[config.mk]
export PLATFORM = sky130hd
export DESIGN_NAME = pokey_serout_tx_flat
export DESIGN_NICKNAME = d
export VERILOG_FILES = /design/src/rtl/pokey_pkg.sv /design/src/rtl/pokey_serout_tx_if.sv /design/src/rtl/pokey_piso_shreg.sv /design/src/rtl/pokey_serout_tx.sv /design/src/flat_wrapper.sv
export SDC_FILE = /design/constraint.sdc
export NUM_CORES = 1
export LEC_CHECK = 0
export CAP_MARGIN = 20
export CORE_MARGIN = 4
export CORE_UTILIZATION = 30
export CTS_BUF_LIST = sky130_fd_sc_hd__clkbuf_8
export DETAILED_ROUTE_END_ITERATION = 8
export DONT_BUFFER_PORTS = 1
export SYNTH_ARGS = -nofsm -noshare
export SYNTH_HDL_FRONTEND = slang
export SYNTH_SLANG_ARGS = --single-unit
[constraint.sdc]
create_clock -name clk -period 3.23 [get_ports clk]
set_clock_uncertainty 0.15 [all_clocks]
set_input_delay 0.4845 -clock clk [delete_from_list [all_inputs] [get_ports clk]]
set_output_delay 0.4845 -clock clk [all_outputs]
set_load 0.01 [all_outputs]
[src/rtl/pokey_pkg.sv]
// Shared types and constants for the POKEY serial-output transmitter.
package pokey_pkg;

    typedef enum logic [0:0] {
        ST_IDLE  = 1'b0,
        ST_SHIFT = 1'b1
    } tx_state_e;

    localparam logic SOD_IDLE = 1'b1;

    function automatic int unsigned frame_len(int unsigned data_bits, int unsigned stop_bits);
        return 1 + data_bits + stop_bits;
    endfunction

endpackage

[src/rtl/pokey_serout_tx_if.sv]
// CPU write port, bit-rate tick and serial/IRQ outputs of the SEROUT transmitter.
interface pokey_serout_tx_if #(
    parameter int unsigned DATA_BITS = 8
) ();

    logic                 wr_en;
    logic [DATA_BITS-1:0] wr_data;
    logic                 bit_tick;
    logic                 force_brk;
    logic                 sod;
    logic                 seror_pls;
    logic                 seroc;
    logic                 busy;

    modport master (
        output wr_en, wr_data, bit_tick, force_brk,
        input  sod, seror_pls, seroc, busy
    );

    modport slave (
        input  wr_en, wr_data, bit_tick, force_brk,
        output sod, seror_pls, seroc, busy
    );

endinterface

[src/rtl/pokey_piso_shreg.sv]
// Parallel-load, right-shift, fill-1 register; exposes the LSB it will hold after this edge.
module pokey_piso_shreg #(
    parameter int unsigned WIDTH = 10
) (
    input  logic             clk,
    input  logic             nrst,
    input  logic             load,
    input  logic             shift,
    input  logic [WIDTH-1:0] load_val,
    output logic             nxt_bit
);

    logic [WIDTH-1:0] q;
    logic [WIDTH-1:0] d;

    always_comb begin
        d = q;
        if (load) begin
            d = load_val;
        end else if (shift) begin
            d = {1'b1, q[WIDTH-1:1]};
        end
    end

    always_ff @(posedge clk) begin
        if (!nrst) begin
            q <= '1;
        end else begin
            q <= d;
        end
    end

    // Next-state LSB lets the owner register sod in the same cycle the shifter moves.
    assign nxt_bit = d[0];

endmodule

[src/rtl/pokey_serout_tx.sv]
// POKEY SEROUT transmitter: double-buffered byte, async framing on sod, SEROR/SEROC IRQ sources.
module pokey_serout_tx
    import pokey_pkg::*;
#(
    parameter int unsigned DATA_BITS = 8,
    parameter int unsigned STOP_BITS = 1
) (
    input logic              clk,
    input logic              nrst,
    pokey_serout_tx_if.slave bus
);

    localparam int unsigned FRAME_LEN = frame_len(DATA_BITS, STOP_BITS);
    localparam int unsigned CNT_W     = $clog2(FRAME_LEN);
    localparam logic [CNT_W-1:0] LAST_BIT = CNT_W'(FRAME_LEN - 1);

    tx_state_e            state_q, state_d;
    logic [DATA_BITS-1:0] buf_q;
    logic                 buf_valid_q, buf_valid_d;
    logic [CNT_W-1:0]     bit_cnt_q;
    logic                 sod_q, seror_q, seroc_q;
    logic                 load, shift, nxt_bit;
    logic [FRAME_LEN-1:0] load_val;

    assign load_val = {{STOP_BITS{1'b1}}, buf_q, 1'b0};

    always_comb begin
        load        = 1'b0;
        shift       = 1'b0;
        state_d     = state_q;
        buf_valid_d = buf_valid_q;
        if (bus.bit_tick) begin
            case (state_q)
                ST_IDLE: load = buf_valid_q;
                ST_SHIFT: begin
                    if (bit_cnt_q == LAST_BIT) begin
                        load = buf_valid_q;
                        if (!buf_valid_q) state_d = ST_IDLE;
                    end else begin
                        shift = 1'b1;
                    end
                end
                default: ;
            endcase
        end
        if (load) begin
            state_d     = ST_SHIFT;
            buf_valid_d = 1'b0;
        end
        // A write coinciding with a transfer refills the buffer after the old byte leaves.
        if (bus.wr_en) buf_valid_d = 1'b1;
    end

    always_ff @(posedge clk) begin
        if (!nrst) begin
            state_q     <= ST_IDLE;
            buf_q       <= '0;
            buf_valid_q <= 1'b0;
            bit_cnt_q   <= '0;
            sod_q       <= SOD_IDLE;
            seror_q     <= 1'b0;
            seroc_q     <= 1'b1;
        end else begin
            state_q     <= state_d;
            buf_valid_q <= buf_valid_d;
            if (bus.wr_en) buf_q <= bus.wr_data;
            if (load) begin
                bit_cnt_q <= '0;
            end else if (shift) begin
                bit_cnt_q <= bit_cnt_q + CNT_W'(1);
            end
            seror_q <= load;
            sod_q   <= bus.force_brk ? 1'b0 : (state_d == ST_SHIFT) ? nxt_bit : SOD_IDLE;
            seroc_q <= (state_d == ST_IDLE) && !buf_valid_d;
        end
    end

    pokey_piso_shreg #(
        .WIDTH(FRAME_LEN)
    ) u_shreg (
        .clk     (clk),
        .nrst    (nrst),
        .load    (load),
        .shift   (shift),
        .load_val(load_val),
        .nxt_bit (nxt_bit)
    );

    assign bus.sod       = sod_q;
    assign bus.seror_pls = seror_q;
    assign bus.seroc     = seroc_q;
    assign bus.busy      = (state_q == ST_SHIFT);

endmodule

[src/flat_wrapper.sv]
// flat-port wrapper written by rule: the top's interface ports become plain ports
module pokey_serout_tx_flat import pokey_pkg::*;
#(
    parameter int unsigned DATA_BITS = 8,
    parameter int unsigned STOP_BITS = 1
)
  (clk, nrst, bus_wr_en, bus_wr_data, bus_bit_tick, bus_force_brk, bus_sod, bus_seror_pls, bus_seroc, bus_busy);
  pokey_serout_tx_if #(.DATA_BITS(DATA_BITS)) bus_i ();
  input logic clk;
  input logic nrst;
  input wire logic [$bits(bus_i.wr_en)-1:0] bus_wr_en;
  input wire logic [$bits(bus_i.wr_data)-1:0] bus_wr_data;
  input wire logic [$bits(bus_i.bit_tick)-1:0] bus_bit_tick;
  input wire logic [$bits(bus_i.force_brk)-1:0] bus_force_brk;
  output wire logic [$bits(bus_i.sod)-1:0] bus_sod;
  output wire logic [$bits(bus_i.seror_pls)-1:0] bus_seror_pls;
  output wire logic [$bits(bus_i.seroc)-1:0] bus_seroc;
  output wire logic [$bits(bus_i.busy)-1:0] bus_busy;
  assign bus_i.wr_en = bus_wr_en;
  assign bus_i.wr_data = bus_wr_data;
  assign bus_i.bit_tick = bus_bit_tick;
  assign bus_i.force_brk = bus_force_brk;
  assign bus_sod = bus_i.sod;
  assign bus_seror_pls = bus_i.seror_pls;
  assign bus_seroc = bus_i.seroc;
  assign bus_busy = bus_i.busy;
  pokey_serout_tx #(.DATA_BITS(DATA_BITS), .STOP_BITS(STOP_BITS)) u_core (.clk(clk), .nrst(nrst), .bus(bus_i));
endmodule
==> impl_results.md <==
* Final total negative setup slack at 0 ns
* Share of flip-flops with an asynchronous set or reset after synthesis at 0%
* Deepest level of the CTS H-tree at 1
* Setup violations, final at 0
* Power density normalized to cell area at about 560 mW/mm^2
* Post-cts repair resize count at 0
* Clock network latency to the later pin of the worst-skew pair at around 0.27 ns
* Cell internal pwr at around 0.00053 W
* Area Growth Syn to Fin at 7.72%
* Most frequently used flop master after synthesis: sky130_fd_sc_hd__dfxtp_1
* Post-route antenna net violation count at 0
* Post-place setup slack at 1.41 ns
* Highest cell delay on the worst timing path at roughly 0.69 ns
* Total congestion overflow at 0
* Depth of the worst register-to-register path at 3
* Number of inserted diodes at 0
* Reg-to-reg endpoint: u_core.u_shreg.q[1]
* Hold Crit Endpoint: u_core.bus.seroc
* Worst relative slew slack at ~56%
* Initial antenna violation count at 0
* CP Data Required Time at ~3.3 ns
* Worst-case vdd ir drop at around 0.15 mV
* Critical path's slowest cell: sky130_fd_sc_hd__dfxtp_1
* Flop pwr share at a little over half
* Yosys synthesis warning count at 0
* CTS tree: built
* Comb pwr share at under 10%
* Drt wl/cell at 14.1 microns
* Netlist area before placement at between 0.001 and 0.0015 sq mm
* Startpoint type of the worst setup path: flop
* Part of the Yosys area used for sequential elements at 47.2%
* Final period demand of the worst path at 1.84 ns
* Die Ht at between 60 and 70 microns
* Detailed-route via count at 821
* Largest buffer count on any clock path at 2
* DRC errors left at 0
* Share of total power consumed by net switching at 21.0%
* Total die area at 0.00471 sq mm
* Worst-Margin Slew at roughly 0.66 ns
* Number of nets in the synthesized netlist at 127
* Data arrival time of the critical path at approximately 1.9 ns
* Worst min-delay path category: in -> reg
* Power after layout at about 0.00067 W
* Total GRT Usage at between 10% and 20%
* Power dissipated by switching net loads at 0.000140 W
* Hold path cells at 1
* Buffer cell driving the clock tree root: sky130_fd_sc_hd__clkbuf_8
* Sum of buffers and inverters on the critical path at 0
* Final instance area at approximately 0.0012 sq mm
* Critical path class: reg -> reg
* Largest net degree at the start of global routing at 16
* Number of iterations in the first detailed-routing pass at 4
* Effective utilization at floorplan at 32.0%
* Achievable frequency at between 500 and 600 MHz
* Number of placement rows at 21
* CTS sink count at 26
* Mapped Cells at about 110
* Share of power burned in the clock network at 40.6%
* Cell area after placement at ~0.0011 sq mm
* X dimension of the die at ~69 microns
* Element type at the critical path end: flop
* Post-DP HPWL at ~1500 microns
* Post-Route Utilization at between 30% and 40%
* Unrepaired setup endpoints after global routing: false
* Hold bufs inserted after CTS at 0
* Leak Pwr at roughly 0.42 nW
* Clock-pin slew on the worst setup and hold paths at about 0.090 ns
* Hold Fails Final Rpt at 0
* Count of max-cap constraint violations at 0
* Number of global-route vias before repair at 779
* Number of synthesized flops with an enable pin at 0
* GP Congestion at between 0.7 and 0.8
* Most common library cell in the layout ignoring fill and taps: sky130_fd_sc_hd__dfxtp_1
* Total CTS buffers at 3
* Final-report max-slew violation count at 0
* Commonest non-fill, non-tap cells in the layout: 26 x sky130_fd_sc_hd__dfxtp_1, 9 x sky130_fd_sc_hd__nand3_1, 9 x sky130_fd_sc_hd__o21ai_0, 9 x sky130_fd_sc_hd__nor2_1, 8 x sky130_fd_sc_hd__mux2i_1
* I/O pin count at 17
* Delay-heaviest family, CP: flip-flops
* Syn Area/Cell at 9.84 sq um
* Final worst path period share at a little under three fifths
* Crit Reg-Reg Startpoint: u_core.bus.busy
* Share of layout cells above drive strength 1 at 10.2%
* Setup Fix Bufs, Post-CTS at 0
* Post-detailed-routing wire length at 2170 microns
* Fin worst setup slack at 1.39 ns
* DRC violation total after the first TritonRoute iteration at 72
* Source of the worst hold timing path: nrst
* NumNets Final at approximately 120
* Number of distinct standard cells referenced by the synthesized netlist at 30
* Cell-by-cell trace of the critical path: o21ai_1 -> or2_1 -> a221o_1
* Global-route wire length before repair at ~3500 microns
* Worst-path maximum fanout at 15
* Post-synthesis register bit count at 26
* Vias per cell at roughly 5.3
* R2R setup slack at 1.39 ns
* Outcome: finished, final reports clean
* CORE AREA at between 0.003 and 0.004 sq mm
* Buffers added on ports at 0
-- synth_stat cells, drive strengths merged, types with 2 or more instances --
library cell | count | area, sq um
nor2 | 9 | 33.8
buf | 6 | 36.3
dfxtp | 26 | 521
clkbuf | 2 | 7.51
a32oi | 2 | 17.5
nand3 | 9 | 45.0
a211oi | 4 | 45.1
nand2 | 4 | 15.0
a21oi | 2 | 13.8
inv | 4 | 15.0
mux2i | 8 | 80.1
ha | 2 | 25.0
o31ai | 2 | 15.0
o21ai | 12 | 60.1
or3 | 4 | 25.0
a221o | 7 | 70.1
-- power groups by stage --
stage	registers (W)	clock network, W	logic [W]
2_1_floorplan	0.000356	0	0.0000454
3_3_place_gp	0.000362	0	0.0000399
3_5_place_dp	0.000362	0	0.0000417
4_1_cts	0.000355	0.000275	0.0000417
5_1_grt	0.000357	0.000287	0.0000473
6_report	0.000355	0.000270	0.0000412
-- layer usage --
layer  global-route usage, %  vias up  part of all wire, %
met5                       0        -                    0
met1                    12.7      384                   44
met4                    7.44        0                  2.4
met3                    3.40        4                  7.9
met2                    15.0       26                   45
li1                        -      407                    -
-- worst max path at each step --
stage                              from             endpoint  slack, ns  cells after the start
CTS                     u_core.bus.busy  u_core.bit_cnt_q[3]       1.39                      3
global route            u_core.bus.busy  u_core.u_shreg.q[1]       1.25                      3
global placement        u_core.bus.busy  u_core.bit_cnt_q[3]       1.46                      3
floorplan           u_core.bit_cnt_q[1]  u_core.u_shreg.q[1]       1.57                      6
finish                  u_core.bus.busy  u_core.u_shreg.q[1]       1.39                      3
detailed placement      u_core.bus.busy  u_core.u_shreg.q[1]       1.41                      3
-- per-stage QoR --
stage          hold WS [ns]  std cells
2_1_floorplan         0.304        112
3_3_place_gp          0.318        150
3_5_place_dp          0.324        150
4_1_cts               0.128        154
5_1_grt               0.132        154
6_report              0.132        154
-- area by class of cell --
class | count | area [sq um]
tap | 46 | 57.6
multi-input combinational | 74 | 523
fill | 344 | 2250
clock inverter | 1 | 30.0
inverter | 4 | 15.0
clock buffer | 3 | 41.3
sequential | 26 | 520
-- flip-flops by register name, indices dropped and copies added, names as in the netlist --
| register | cells |
|---|---|
| u_core.bit_cnt_q | 4 |
| u_core.buf_q | 8 |
| u_core.buf_valid_q | 1 |
| u_core.bus.busy | 1 |
| u_core.bus.seroc | 1 |
| u_core.bus.seror_pls | 1 |
| u_core.bus.sod | 1 |
| u_core.u_shreg.q | 9 |
-- cells by family (layout without fill, tap and decap cells) --
family,after synthesis,after routing,share of synthesized area (%)
flops,26,26,47.2
buf+inv,12,8,5.33
simple gates,32,32,15.2
mux,8,8,7.26
compound gates,32,32,22.7
fa+ha+maj,2,2,2.27
Power figures use the tool's default switching activity.
